--- config.mk ---
export PLATFORM = sky130hd
export DESIGN_NAME = datain_dealer
export DESIGN_NICKNAME = d
export VERILOG_FILES = /design/src/rtl/datain_dealer.sv
export SDC_FILE = /design/constraint.sdc
export NUM_CORES = 1
export LEC_CHECK = 0
export CORE_MARGIN = 3
export CORE_UTILIZATION = 55
export DETAILED_ROUTE_END_ITERATION = 6
export PLACE_DENSITY = 0.77
export SETUP_SLACK_MARGIN = 0.02
export SLEW_MARGIN = 20
export SYNTH_ARGS = -nofsm -noshare
export SYNTH_HDL_FRONTEND = slang
export SYNTH_SLANG_ARGS = --single-unit
--- constraint.sdc ---
create_clock -name clk -period 3 [get_ports clk]
set_clock_uncertainty 0.15 [all_clocks]
set_input_delay 0.3 -clock clk [delete_from_list [all_inputs] [get_ports clk]]
set_output_delay 0.3 -clock clk [all_outputs]
set_load 0.05 [all_outputs]
--- src/rtl/datain_dealer.sv ---
// rtl/datain_dealer.sv - load-return unit: tracks outstanding loads, captures read data, formats WB value
module datain_dealer #(
  parameter int DEPTH = 2
) (
  input  logic        clk,
  input  logic        rst,
  input  logic        req_valid,
  output logic        req_ready,
  input  logic [5:0]  req_opcode,
  input  logic [1:0]  req_ea,
  input  logic [31:0] req_rt,
  input  logic [4:0]  req_dest,
  input  logic        mem_rvalid,
  input  logic [31:0] mem_rdata,
  output logic        wb_valid,
  input  logic        wb_ready,
  output logic [31:0] wb_data,
  output logic [4:0]  wb_dest,
  output logic        resp_err
);

  localparam int PW = (DEPTH > 1) ? $clog2(DEPTH) : 1;
  localparam int CW = PW + 1;

  localparam logic [5:0] OP_LB  = 6'd32;
  localparam logic [5:0] OP_LH  = 6'd33;
  localparam logic [5:0] OP_LWL = 6'd34;
  localparam logic [5:0] OP_LW  = 6'd35;
  localparam logic [5:0] OP_LBU = 6'd36;
  localparam logic [5:0] OP_LHU = 6'd37;
  localparam logic [5:0] OP_LWR = 6'd38;

  logic [5:0]       op_q   [DEPTH];
  logic [5:0]       op_d   [DEPTH];
  logic [1:0]       ea_q   [DEPTH];
  logic [1:0]       ea_d   [DEPTH];
  logic [31:0]      rt_q   [DEPTH];
  logic [31:0]      rt_d   [DEPTH];
  logic [4:0]       dest_q [DEPTH];
  logic [4:0]       dest_d [DEPTH];
  logic [31:0]      data_q [DEPTH];
  logic [31:0]      data_d [DEPTH];
  logic [DEPTH-1:0] filled_q, filled_d;
  logic [PW-1:0]    head_q, head_d, tail_q, tail_d, fill_q, fill_d;
  logic [CW-1:0]    count_q, count_d, pend_q, pend_d;
  logic             err_q, err_d;

  logic push, retire, fill_en;

  function automatic logic [31:0] fmt(input logic [5:0] op, input logic [1:0] ea,
                                      input logic [31:0] m, input logic [31:0] r);
    logic [7:0]  b;
    logic [15:0] h;
    logic [31:0] res;
    b = m[{ea, 3'b000} +: 8];
    h = ea[1] ? m[31:16] : m[15:0];
    res = 32'h0;
    case (op)
      OP_LB:  res = {{24{b[7]}}, b};
      OP_LBU: res = {24'h0, b};
      OP_LH:  res = {{16{h[15]}}, h};
      OP_LHU: res = {16'h0, h};
      OP_LW:  res = m;
      OP_LWL: begin
        case (ea)
          2'd0:    res = {m[7:0],  r[23:0]};
          2'd1:    res = {m[15:0], r[15:0]};
          2'd2:    res = {m[23:0], r[7:0]};
          default: res = m;
        endcase
      end
      OP_LWR: begin
        case (ea)
          2'd0:    res = m;
          2'd1:    res = {r[31:24], m[31:8]};
          2'd2:    res = {r[31:16], m[31:16]};
          default: res = {r[31:8],  m[31:24]};
        endcase
      end
      default: res = 32'h0;
    endcase
    return res;
  endfunction

  assign req_ready = (count_q < CW'(DEPTH));
  assign wb_valid  = (count_q != '0) & filled_q[head_q];
  assign wb_data   = wb_valid ? fmt(op_q[head_q], ea_q[head_q], data_q[head_q], rt_q[head_q]) : 32'h0;
  assign wb_dest   = wb_valid ? dest_q[head_q] : 5'h0;
  assign resp_err  = err_q;

  // pend_q counts accepted-but-unfilled entries; only registered state gates a fill
  assign push    = req_valid & req_ready;
  assign retire  = wb_valid & wb_ready;
  assign fill_en = mem_rvalid & (pend_q != '0);

  always_comb begin
    op_d     = op_q;
    ea_d     = ea_q;
    rt_d     = rt_q;
    dest_d   = dest_q;
    data_d   = data_q;
    filled_d = filled_q;
    head_d   = head_q;
    tail_d   = tail_q;
    fill_d   = fill_q;
    err_d    = err_q;
    if (push) begin
      op_d[tail_q]     = req_opcode;
      ea_d[tail_q]     = req_ea;
      rt_d[tail_q]     = req_rt;
      dest_d[tail_q]   = req_dest;
      filled_d[tail_q] = 1'b0;
      tail_d           = tail_q + PW'(1);
    end
    if (fill_en) begin
      data_d[fill_q]   = mem_rdata;
      filled_d[fill_q] = 1'b1;
      fill_d           = fill_q + PW'(1);
    end else if (mem_rvalid) begin
      err_d = 1'b1;
    end
    if (retire) begin
      filled_d[head_q] = 1'b0;
      head_d           = head_q + PW'(1);
    end
    count_d = count_q + CW'(push) - CW'(retire);
    pend_d  = pend_q + CW'(push) - CW'(fill_en);
  end

  always_ff @(posedge clk) begin
    if (rst) begin
      for (int i = 0; i < DEPTH; i++) begin
        op_q[i]   <= '0;
        ea_q[i]   <= '0;
        rt_q[i]   <= '0;
        dest_q[i] <= '0;
        data_q[i] <= '0;
      end
      filled_q <= '0;
      head_q   <= '0;
      tail_q   <= '0;
      fill_q   <= '0;
      count_q  <= '0;
      pend_q   <= '0;
      err_q    <= 1'b0;
    end else begin
      op_q     <= op_d;
      ea_q     <= ea_d;
      rt_q     <= rt_d;
      dest_q   <= dest_d;
      data_q   <= data_d;
      filled_q <= filled_d;
      head_q   <= head_d;
      tail_q   <= tail_d;
      fill_q   <= fill_d;
      count_q  <= count_d;
      pend_q   <= pend_d;
      err_q    <= err_d;
    end
  end

endmodule

# After elaboration in Yosys (flattened, before gate mapping)

Cells that the tools add are included.

Register bits after elaboration: 164
Bits in latches: 0
Bits in writable memories: 0
ROM bits: 0
Bits of input ports: 82
Output and inout bits: 40
Memories: 0

$add $sub $neg: 7
Multiply operators: 0
Divide/modulo/power cells: 0
Order comparisons: 12
Eq/ne operators: 9
Shift-type cells: 1
Multiplexer cells: 47
Bitwise gates (word level): 13
Reductions and logical operators: 9

Operators with widths:

| operator                                                  | number |
|---|---|
| two-way mux 32 bit                                        | 9 |
| case mux 32 bit (7 select lines)                          | 1 |
| case mux 32 bit (3 select lines)                          | 2 |
| bitwise mux 64 bit                                        | 2 |
| demux 32 bit (select 1 bit)                               | 2 |
| equality test 6 bit (second input constant)               | 7 |
| variable part select 32 x 6 -> 8 bit                      | 1 |
| two-way mux 5 bit                                         | 5 |
| two-way mux 6 bit                                         | 4 |
| two-way mux 16 bit                                        | 1 |
| two-way mux 2 bit                                         | 7 |
| bitwise mux 12 bit                                        | 1 |
| bitwise mux 10 bit                                        | 1 |
| demux 6 bit (select 1 bit)                                | 1 |
| greater-or-equal comparator 2 bit (second input constant) | 3 |
| < comparator 1 x 2 -> 1 bit (second input constant)       | 3 |
| NOT 1 -> 2 bit                                            | 3 |
| demux 5 bit (select 1 bit)                                | 1 |
| logical AND 1 bit                                         | 5 |
| two-way mux 1 bit                                         | 5 |
| adder 2 x 1 -> 2 bit                                      | 2 |
| AND 1 bit                                                 | 4 |
| AND 2 bit                                                 | 2 |
| bitwise mux 4 bit                                         | 1 |
| other kinds (15)                                          | 25 |

# Longest topological paths before layout

Gate-level depths: netlist of run 1.

Word-level depth: 11
Gate-level depth with buffers: 11

# Worst setup path before layout of run 1

Ideal clock, no wire load.

Path kind: register to output
Start point: register head_q
End point: output port wb_data[22]
Arrival time: 2561 ps
Required time: 2550 ps
Setup slack: -11 ps
Cell stages (with the launch flop): 9
Path buffers: 3
Cells stage by stage: dfxtp_1 > buf_6 > buf_6 > mux2i_4 > clkbuf_1 > nor2_1 > a211oi_1 > o21ai_0 > a31oi_1

Word-level cells in the longest chain between the ends: 8
Elaborated cells between the ends (all ways): 32
Classes of those cells: 9 x eq/ne; 1 x shift; 19 x mux; 2 x bitwise; 1 x reduce/logical

RTL lines:

| what                                                                       | line | source |
|---|---|---|
| start, declared                                                            | 44   | `logic [PW-1:0] head_q, head_d, tail_q, tail_d, fill_q, fill_d;` |
| start signal, assigned                                                     | 140  | `head_q <= '0;` |
| start signal, assigned                                                     | 153  | `head_q <= head_d;` |
| parallel branches: the longest is 7 deep, another holds two-way mux 32 bit | --   |  |
| two-way mux 32 bit (*)                                                     | 87   | `assign wb_data = wb_valid ? fmt(op_q[head_q], ea_q[head_q], data_q[head_q], rt_q[head_q]) : 32'h0;` |
| end, declared                                                              | 17   | `output logic [31:0] wb_data,` |

Mark *: on every way between the ends. The select of a mux whose other input is x is not followed.

# Worst setup path after layout of run 1

Start point: register head_q
End point: output port wb_data[27]

The elaborated chain is that of the path after synthesis.

==> run summary, run 1 <==
status = complete, but fails checks
failing checks = DRC, setup timing
maximum fanout along the worst path = 6
Synth top area share = 38.5%
Row Count = 44
Cell Count, Final, Fillers Out = 1440
Synth async-reset ratio = 0%
grt peak-use layer = met2
met3 Use GR = 7.07%
met1 Usage GRT = 45.4%
die width = 131 um
largest net degree at the start of global routing = 165
largest cells by area after synthesis = dfxtp_1 38%, nand2_1 16%, a21oi_1 9.9%, mux2i_1 7.4%, mux2_2 6.3%
Reg clk slew, reported paths = 70 ps
Slew HR = 50.1%
die area = 17000 sq um
Max VDD drop = 0.485 mV
CTS tree = yes
Cell variety after synth = 56
vias in the first global route = 8348
CTS Buf Count = 17
syn nets = 1194
Cell Pwr Density = 569 nW/um^2
final worst-path cycle share = 111%
cell count after synthesis = 1108
Pleak = 4.28 nW
Root Driver = clkbuf_16
Buffers on Ports = 121
Post-synth EDFFs = 0
RSZ-0062 raised after global routing = true
WP data required = 2550 ps
cell with the most instances after synthesis = nand2_1
top cells by count, synth = 353 x nand2_1, 168 x a21oi_1, 164 x dfxtp_1
crit start category = register
max-cap violations = 0
core area = 14900 sq um
ys flop type = dfxtp_1
DRC violation count after routing = 3
syn_area_per_cell = 7.70 sq um
setup slack after layout = -344 ps
# nets final = 1329
initial antenna violation count = 0
combinational fraction of design power = 31.8%
initial DRC count = 1286
CTS Hold Bufs = 0
Final min period = 3340 ps
H-tree level count = 4
# diodes = 0
GPL Wtd Cong = 0.953
Detailed Place HPWL = 17900 um
Antenna Violating Nets Remaining = 0
Post-Syn Area = 8530 sq um
Hold Crit Class = input port to register
hold_ws = 279 ps
final instance area = 12500 sq um
R2R cell count = 13
CTS Sinks = 164
Avg WL per Cell = 23.1 um
Area Growth Syn to Fin = 47.0%
grt ovf = 0
Worst Setup End Kind = primary output
register area share after synthesis = 38.5%
DRT Pass-1 Iters = 7
f_max = 299 MHz
final hold vios = 0
Clk Latency, worst-skew pair = 440 ps
placement-stage cell area = 10200 sq um
dpl cells = 1360
worst path arrival time = 2890 ps
#FFs+latches synth = 164
total number of vias = 9527
share of layout cells above drive strength 1 = 25.7%
NetSw = 0.00251 W
Clk pwr share = 32.1%
drt total wl = 33300 um
synth warn = 0
M2 GR Usage = 52.1%
Max clock buf depth = 2
number of vias per cell = 6.62
IO Pins = 122
Total GRT Usage = 33.7%
Pwr Total = 0.00713 W
cell internal pwr = 0.00462 W
register share of total power = 36.1%
Starting Density = 57.4%
final setup vio count = 32
worst-margin pin slew = 748 ps
worst hold path depth = 3
post-synth top area cell = dfxtp_1
switching part of the total = 35.2%
CP Class = register to primary output
die height = 131 um
max-slew violation count = 0
global-route wire length before repair = 45000 um
pre-CTS WS = -33.8 ps
## metal layers
metal | routed length (um) | vias up
li1 | - | 4122
met1 | 12300 | 4451
met2 | 15100 | 736
met3 | 3420 | 218
met4 | 2400 | 0
met5 | 0 | -
## cells in the final DEF (no fill, tap or decap), drive strengths merged, types with 2 or more instances in the layout
| master | instances |
|---|---|
| nor2 | 54 |
| nor3 | 5 |
| buf | 109 |
| clkinv | 2 |
| a222oi | 8 |
| nor2b | 3 |
| dfxtp | 164 |
| nand2 | 353 |
| or4 | 6 |
| inv | 19 |
| mux2 | 48 |
| dlymetal6s2s | 5 |
| a211oi | 17 |
| or2 | 4 |
| and3 | 2 |
| mux2i | 66 |
| a21oi | 170 |
| a31oi | 12 |
| a221oi | 2 |
| ha | 4 |
| a41oi | 7 |
| nand3 | 2 |
| a22oi | 6 |
| xnor2 | 4 |
| clkdlybuf4s50 | 83 |
| a32oi | 17 |
| nor3b | 3 |
| bufinv | 2 |
| and2 | 3 |
| and3b | 3 |
| o21bai | 3 |
| o21ai | 26 |
| clkinvlp | 2 |
| o221ai | 9 |
| clkbuf | 21 |
## worst paths after layout
path	slack, ps	to	from
hold reg to reg	300	data_q[10]	data_q[10]
setup / recovery	-340	wb_data[27]	head_q
hold / removal	280	rt_q[41]	req_rt[9]
setup reg to reg	350	count_q[1]	head_q
## final cells by class
cell class	count	area, sq um
Multi-Input combinational cell	848	5900
Sequential cell	164	3290
Timing Repair Buffer	200	2450
Fill cell	829	2320
Clock buffer	19	453
Tap cell	184	230
Clock inverter	13	164
Inverter	12	47.5
## cell families after synthesis
| family | Yosys count | share of synthesized area (%) |
|---|---|---|
| xor+xnor | 5 | 0.513 |
| buf+inv | 98 | 5.06 |
| compound gates | 278 | 19.6 |
| flops | 164 | 38.5 |
| fa+ha+maj | 4 | 0.587 |
| mux | 114 | 14.4 |
| simple gates | 445 | 21.4 |
## worst max-delay path, cell delays in order (launching register included)
cell and delay, ps:
dfxtp_4 410, buf_8 140, mux2i_4 350, buf_12 180, mux2i_4 230, mux2i_2 120
a222oi_1 630, a21oi_2 190, buf_12 190
## registers in the layout, summed over array words and instances (netlist names)
register,flops
resp_err,1
ea_q,4
rt_q,64
data_q,64
dest_q,10
tail_q,1
pend_q,2
fill_q,1
filled_q,2
op_q,12
count_q,2
head_q,1
## power by group through the flow
stage	Sequential, W	Clock (W)	Combinational (W)
6_report	0.00258	0.00229	0.00227
5_1_grt	0.00259	0.00237	0.00237
4_1_cts	0.00256	0.00228	0.00191
3_5_place_dp	0.00261	0	0.00164
3_3_place_gp	0.00260	0	0.00161
2_1_floorplan	0.00257	0	0.00112
## timing repair
action	4_1_cts	5_1_grt
gates cloned	4	3
buffers inserted	32	10
hold endpoints to repair	0	0
pin swaps	22	39
endpoints found under the setup margin	32	32
resized for setup	122	116
## metrics by stage
stage                     setup TNS (ps)  utilization (%)
after floorplan                        0                -
after global placement             -43.5             68.6
after detailed placement            -125             68.6
after CTS                          -1310             79.4
after global routing               -5390             84.4
final                              -3820             84.4
(Power assumes the default switching activity.)
==> run 2: changes to the inputs <==
--- a/config.mk
+++ b/config.mk
@@ -7,6 +7,7 @@
 export LEC_CHECK = 0
 export CORE_MARGIN = 3
 export CORE_UTILIZATION = 55
+export CTS_CLUSTER_DIAMETER = 60
 export DETAILED_ROUTE_END_ITERATION = 6
 export PLACE_DENSITY = 0.77
 export SETUP_SLACK_MARGIN = 0.02
==> results of run 2 <==
The final DEF is identical to that of run 1; final timing and power are the same.
